$ cat src/rtl/req_pkg.sv
// Shared constants, request-vector type and index decode for the request latch.
// Pure declarations; no clocked logic and no flow control.
// The line count is fixed to the width of the downstream 4-to-2 priority encoder.
package req_pkg;

  localparam int N_REQ           = 4;
  localparam int IDX_W           = 2;
  localparam int SYNC_STAGES_DEF = 2;

  typedef logic [N_REQ-1:0] req_vec_t;

  // One-hot mask selecting the line named by an encoder index.
  function automatic req_vec_t idx_onehot(input logic [IDX_W-1:0] idx);
    return req_vec_t'(1) << idx;
  endfunction

endpackage

$ cat src/rtl/request_latch_if.sv
// Request/ack bundle between request_latch and its consumer (encoder plus ack logic).
// Wiring only: no latency.
// Acknowledges are one-cycle strobes, so there is no backpressure.
interface request_latch_if;
  import req_pkg::*;

  req_vec_t               req_in;
  logic                   ack;
  logic [IDX_W-1:0]       ack_idx;
  logic                   ovf_clr;
  req_vec_t               pend;
  logic                   any_pend;
  req_vec_t               ovf;

  modport master (
    output req_in, ack, ack_idx, ovf_clr,
    input  pend, any_pend, ovf
  );

  modport slave (
    input  req_in, ack, ack_idx, ovf_clr,
    output pend, any_pend, ovf
  );

endinterface

$ cat src/rtl/request_latch_sync_edge.sv
// Synchronizes one asynchronous request line and flags its rising edges.
// ev is asserted STAGES-1 cycles after the edge that first samples d high.
// No backpressure: a level that stays high yields a single event.
module sync_edge #(
  parameter int STAGES = 2
) (
  input  logic clk,
  input  logic rst,
  input  logic d,
  output logic ev
);

  logic [STAGES-1:0] sync_q;
  logic              hist_q;

  always_ff @(posedge clk) begin
    if (rst) begin
      sync_q <= '0;
      hist_q <= 1'b0;
    end else begin
      sync_q <= {sync_q[STAGES-2:0], d};
      hist_q <= sync_q[STAGES-1];
    end
  end

  // Clearing hist_q on reset makes a line held high through reset report once.
  assign ev = sync_q[STAGES-1] & ~hist_q;

endmodule

$ cat src/rtl/request_latch.sv
// Holds sticky pending bits for four async request lines until acked by index.
// pend sets SYNC_STAGES cycles after a rising edge is sampled; an ack clears it the next cycle.
// No backpressure: an event on an already-pending line is dropped and flagged in ovf.
module request_latch
  import req_pkg::*;
#(
  parameter int SYNC_STAGES = SYNC_STAGES_DEF
) (
  input  logic            clk,
  input  logic            rst,
  request_latch_if.slave  bus
);

  req_vec_t ev;
  req_vec_t hit;
  req_vec_t ovf_set;
  req_vec_t pend_q;
  req_vec_t ovf_q;

  for (genvar i = 0; i < N_REQ; i++) begin : g_line
    sync_edge #(
      .STAGES (SYNC_STAGES)
    ) u_sync (
      .clk (clk),
      .rst (rst),
      .d   (bus.req_in[i]),
      .ev  (ev[i])
    );
  end

  always_comb begin
    hit     = '0;
    if (bus.ack) begin
      hit = idx_onehot(bus.ack_idx);
    end
    // An event landing together with its own ack re-arms the bit, so no loss.
    ovf_set = ev & pend_q & ~hit;
  end

  always_ff @(posedge clk) begin
    if (rst) begin
      pend_q <= '0;
      ovf_q  <= '0;
    end else begin
      pend_q <= ev | (pend_q & ~hit);
      ovf_q  <= ovf_set | (bus.ovf_clr ? '0 : ovf_q);
    end
  end

  assign bus.pend     = pend_q;
  assign bus.any_pend = |pend_q;
  assign bus.ovf      = ovf_q;

  a_ack_idx_known: assert property (@(posedge clk) disable iff (rst)
    bus.ack |-> !$isunknown(bus.ack_idx));

endmodule

$ cat src/flat_wrapper.sv
// flat-port wrapper written by rule: the top's interface ports become plain ports
module request_latch_flat import req_pkg::*;
#(
  parameter int SYNC_STAGES = SYNC_STAGES_DEF
)
  (clk, rst, bus_req_in, bus_ack, bus_ack_idx, bus_ovf_clr, bus_pend, bus_any_pend, bus_ovf);
  request_latch_if bus_i ();
  input  logic clk;
  input  logic rst;
  input wire logic [$bits(bus_i.req_in)-1:0] bus_req_in;
  input wire logic [$bits(bus_i.ack)-1:0] bus_ack;
  input wire logic [$bits(bus_i.ack_idx)-1:0] bus_ack_idx;
  input wire logic [$bits(bus_i.ovf_clr)-1:0] bus_ovf_clr;
  output wire logic [$bits(bus_i.pend)-1:0] bus_pend;
  output wire logic [$bits(bus_i.any_pend)-1:0] bus_any_pend;
  output wire logic [$bits(bus_i.ovf)-1:0] bus_ovf;
  assign bus_i.req_in = bus_req_in;
  assign bus_i.ack = bus_ack;
  assign bus_i.ack_idx = bus_ack_idx;
  assign bus_i.ovf_clr = bus_ovf_clr;
  assign bus_pend = bus_i.pend;
  assign bus_any_pend = bus_i.any_pend;
  assign bus_ovf = bus_i.ovf;
  request_latch #(.SYNC_STAGES(SYNC_STAGES)) u_core (.clk(clk), .rst(rst), .bus(bus_i));
endmodule
$ cat config.mk
export PLATFORM = sky130hd
export DESIGN_NAME = request_latch_flat
export DESIGN_NICKNAME = d
export VERILOG_FILES = /design/src/rtl/req_pkg.sv /design/src/rtl/request_latch_if.sv /design/src/rtl/request_latch_sync_edge.sv /design/src/rtl/request_latch.sv /design/src/flat_wrapper.sv
export SDC_FILE = /design/constraint.sdc
export NUM_CORES = 1
export LEC_CHECK = 0
export CELL_PAD_IN_SITES_DETAIL_PLACEMENT = 1
export CELL_PAD_IN_SITES_GLOBAL_PLACEMENT = 2
export CORE_MARGIN = 3
export CORE_UTILIZATION = 28
export CTS_CLUSTER_SIZE = 25
export DETAILED_ROUTE_END_ITERATION = 8
export PLACE_DENSITY_LB_ADDON = 0.1
export SLEW_MARGIN = 20
export SYNTH_ARGS = -nofsm -noshare
export SYNTH_HDL_FRONTEND = slang
export SYNTH_SLANG_ARGS = --single-unit
$ cat constraint.sdc
create_clock -name clk -period 1.48 [get_ports clk]
set_clock_uncertainty 0.15 [all_clocks]
set_input_delay 0.222 -clock clk [delete_from_list [all_inputs] [get_ports clk]]
set_output_delay 0.222 -clock clk [all_outputs]
set_load 0.02 [all_outputs]
==> impl_metrics.json <==
{
  "wl_per_cell_um": 12.5,
  "ir_worst_vdd_uv": 896,
  "vias": 538,
  "finalPower_mw": 1.13,
  "die_w_um": 55.5,
  "drv_cap": 0,
  "rsz0062_at_grt": "true",
  "die_area_um2": 3080,
  "p_leak_nw": 0.430,
  "cp.arrival_ps": 1300,
  "timing.slew.headroom_pct": 78.5,
  "overflow": 0,
  "dp_hpwl_um": 1080,
  "cts_tree": "done",
  "finalNetCount": 98,
  "htreeDepth": 1,
  "clk_path_buf_depth": 2,
  "drive_gt1_share_pct": 26.4,
  "max_stage_delay_ps": 530,
  "yosysUniqueCellTypes": 19,
  "yosysMostFrequentCell": "dfxtp_1",
  "yosys-top-cells-area": "dfxtp_1 (58%), nor2b_1 (9.1%), nor3b_1 (4.4%), a22o_1 (3.8%), a31o_2 (3.8%)",
  "drc": 0,
  "syn_area_per_cell_um2": 11.8,
  "hold_viol_final": 0,
  "fin_ws_ps": -192,
  "root_buffer": "clkbuf_4",
  "crit_type": "reg2out",
  "cellPowerDensity_nw_per_um2": 1140,
  "ys_ff_latch": 20,
  "grt_pass1_wl_um": 2540,
  "port_buffers": 18,
  "ys_seq_area_share_pct": 58.3,
  "wl_um": 1440,
  "postCtsHoldBufs": 0,
  "fin_util_pct": 43.6,
  "gp_congestion": 0.685,
  "critPathMaxFanout": 2,
  "diodes": 0,
  "async_flop_share_pct": 0,
  "syn-cell-area_um2": 687,
  "synth_top_area_cell": "dfxtp_1",
  "worst_slew_pin_slew_ps": 318,
  "antenna_found_initial": 0,
  "syn_nets": 68,
  "worstSetupStartpointType": "flip-flop",
  "worstHoldPathType": "reg2reg",
  "grt_max_degree": 13,
  "coreArea_um2": 2280,
  "cts_buffers": 3,
  "crit_required_ps": 1110,
  "path_cells": "or4_4, buf_6",
  "synthFlopType": "dfxtp_1",
  "max_freq_ghz": 0.598,
  "row_count": 17,
  "design.portCount": 19,
  "critPathCaptureType": "output port",
  "grt_pass1_vias": 519,
  "layout_min_cycle_time_ps": 1670,
  "via_per_inst": 4.68,
  "clock_sinks": 20,
  "status": "finished with violations",
  "cp_slowest_cell": "or4_4",
  "violations": "negative setup slack",
  "drt_iter0_drc": 1,
  "grt_usage_pct": 10.2,
  "drt-pass1-iter-count": 3,
  "ys_warn_count": 0,
  "synth_edf_count": 0,
  "clk_latency_ps": 300,
  "yosys-top-cells-count": "dfxtp_1 (20), nor2b_1 (10), nor3b_1 (4), a22o_1 (3), a31o_2 (3)",
  "slew_violations": 0,
  "syn_inst": 58,
  "dpl-instance-area_um2": 953,
  "areaGrowthSynthToFinish_pct": 44.4,
  "die_h_um": 55.5,
  "start_util_pct": 30.2,
  "cts.clk_slew.worst_paths_ps": 120,
  "setup_viol": 1,
  "postRouteAntennaNets": 0,
  "stdcell_area_um2": 992,
  "synth_top_area_share_pct": 58.3,
  "finalCritPeriodShare_pct": 113
}
## state kept, by name (all words and copies together), names as in the netlist
register and count:
u_core.bus.pend 4, u_core.bus.ovf 4, u_core.g_line.u_sync.sync_q 8, u_core.g_line.u_sync.hist_q 4
## cell type report
class	instances	area, um2
fill	260	1280
sequential	20	402
multi-input combinational	34	267
timing repair buffer	27	229
tap	28	35.0
clock inverter	1	30.0
clock buffer	3	22.5
inverter	2	7.51
## cells in the final DEF, fill, tap and decap left out, types with 2 or more instances in the layout
master and count:
nor2_1 2, and4bb_1 2, a31o_2 3, a22o_1 3, dfxtp_1 19, nand3b_1 2, nor2b_1 10, nor3b_1 4
buf_4 9, clkbuf_4 3, dlygate4sd2_1 4, clkbuf_2 3, inv_1 2, clkdlybuf4s50_1 9
## report_power, final
group | internal (mW) | switching (mW)
logic | 0.0719 | 0.0519
clock network | 0.274 | 0.170
registers | 0.558 | 0.00833
total | 0.904 | 0.230
## routing by layer
layer	up-vias	GRT usage [%]	share of wire [%]
met3	2	5.84	8.5
met1	253	13.3	46
li1	264	-	-
met2	19	14.5	44
met4	0	2.08	0.90
met5	-	0	0
## per-stage QoR
stage          cells  TNS, ps  hold WS, ps  setup WS (ps)
6_report         115     -192          301           -192
5_1_grt          115     -218          295           -218
4_1_cts          115     -229          301           -229
3_5_place_dp     111    -1310          278           -262
3_3_place_gp     111    -1300          268           -247
2_1_floorplan     58        0          200           88.8
## timing repair
action	CTS	global route
setup endpoints to repair	9	5
setup buffers	0	0
pin swaps	0	1
gates resized for setup	12	11
endpoints found under the hold margin	0	0
## critical path: cells and delay by family, from the launching register on
kind	cells	cell delay, ps
DFF	1	330
and+or+nand+nor	1	530
buffers and inverters	1	150
## worst paths after layout
check	start	endpoint	slack, ps	depth (start not counted)
max reg2reg	u_core.bus.pend[2]	u_core.bus.ovf[2]	360	3
min reg2reg	u_core.g_line[0].u_sync.sync_q[0]	u_core.g_line[0].u_sync.sync_q[1]	300	1
max	u_core.bus.pend[2]	bus_any_pend	-190	2
min	u_core.g_line[0].u_sync.sync_q[0]	u_core.g_line[0].u_sync.sync_q[1]	300	1
## cell families after synthesis
logic type	Yosys count	share of synthesized area, %
buf+inv	4	3.46
simple gates	26	27.0
flops	20	58.3
compound gates	8	11.3
(Power assumes the default switching activity.)
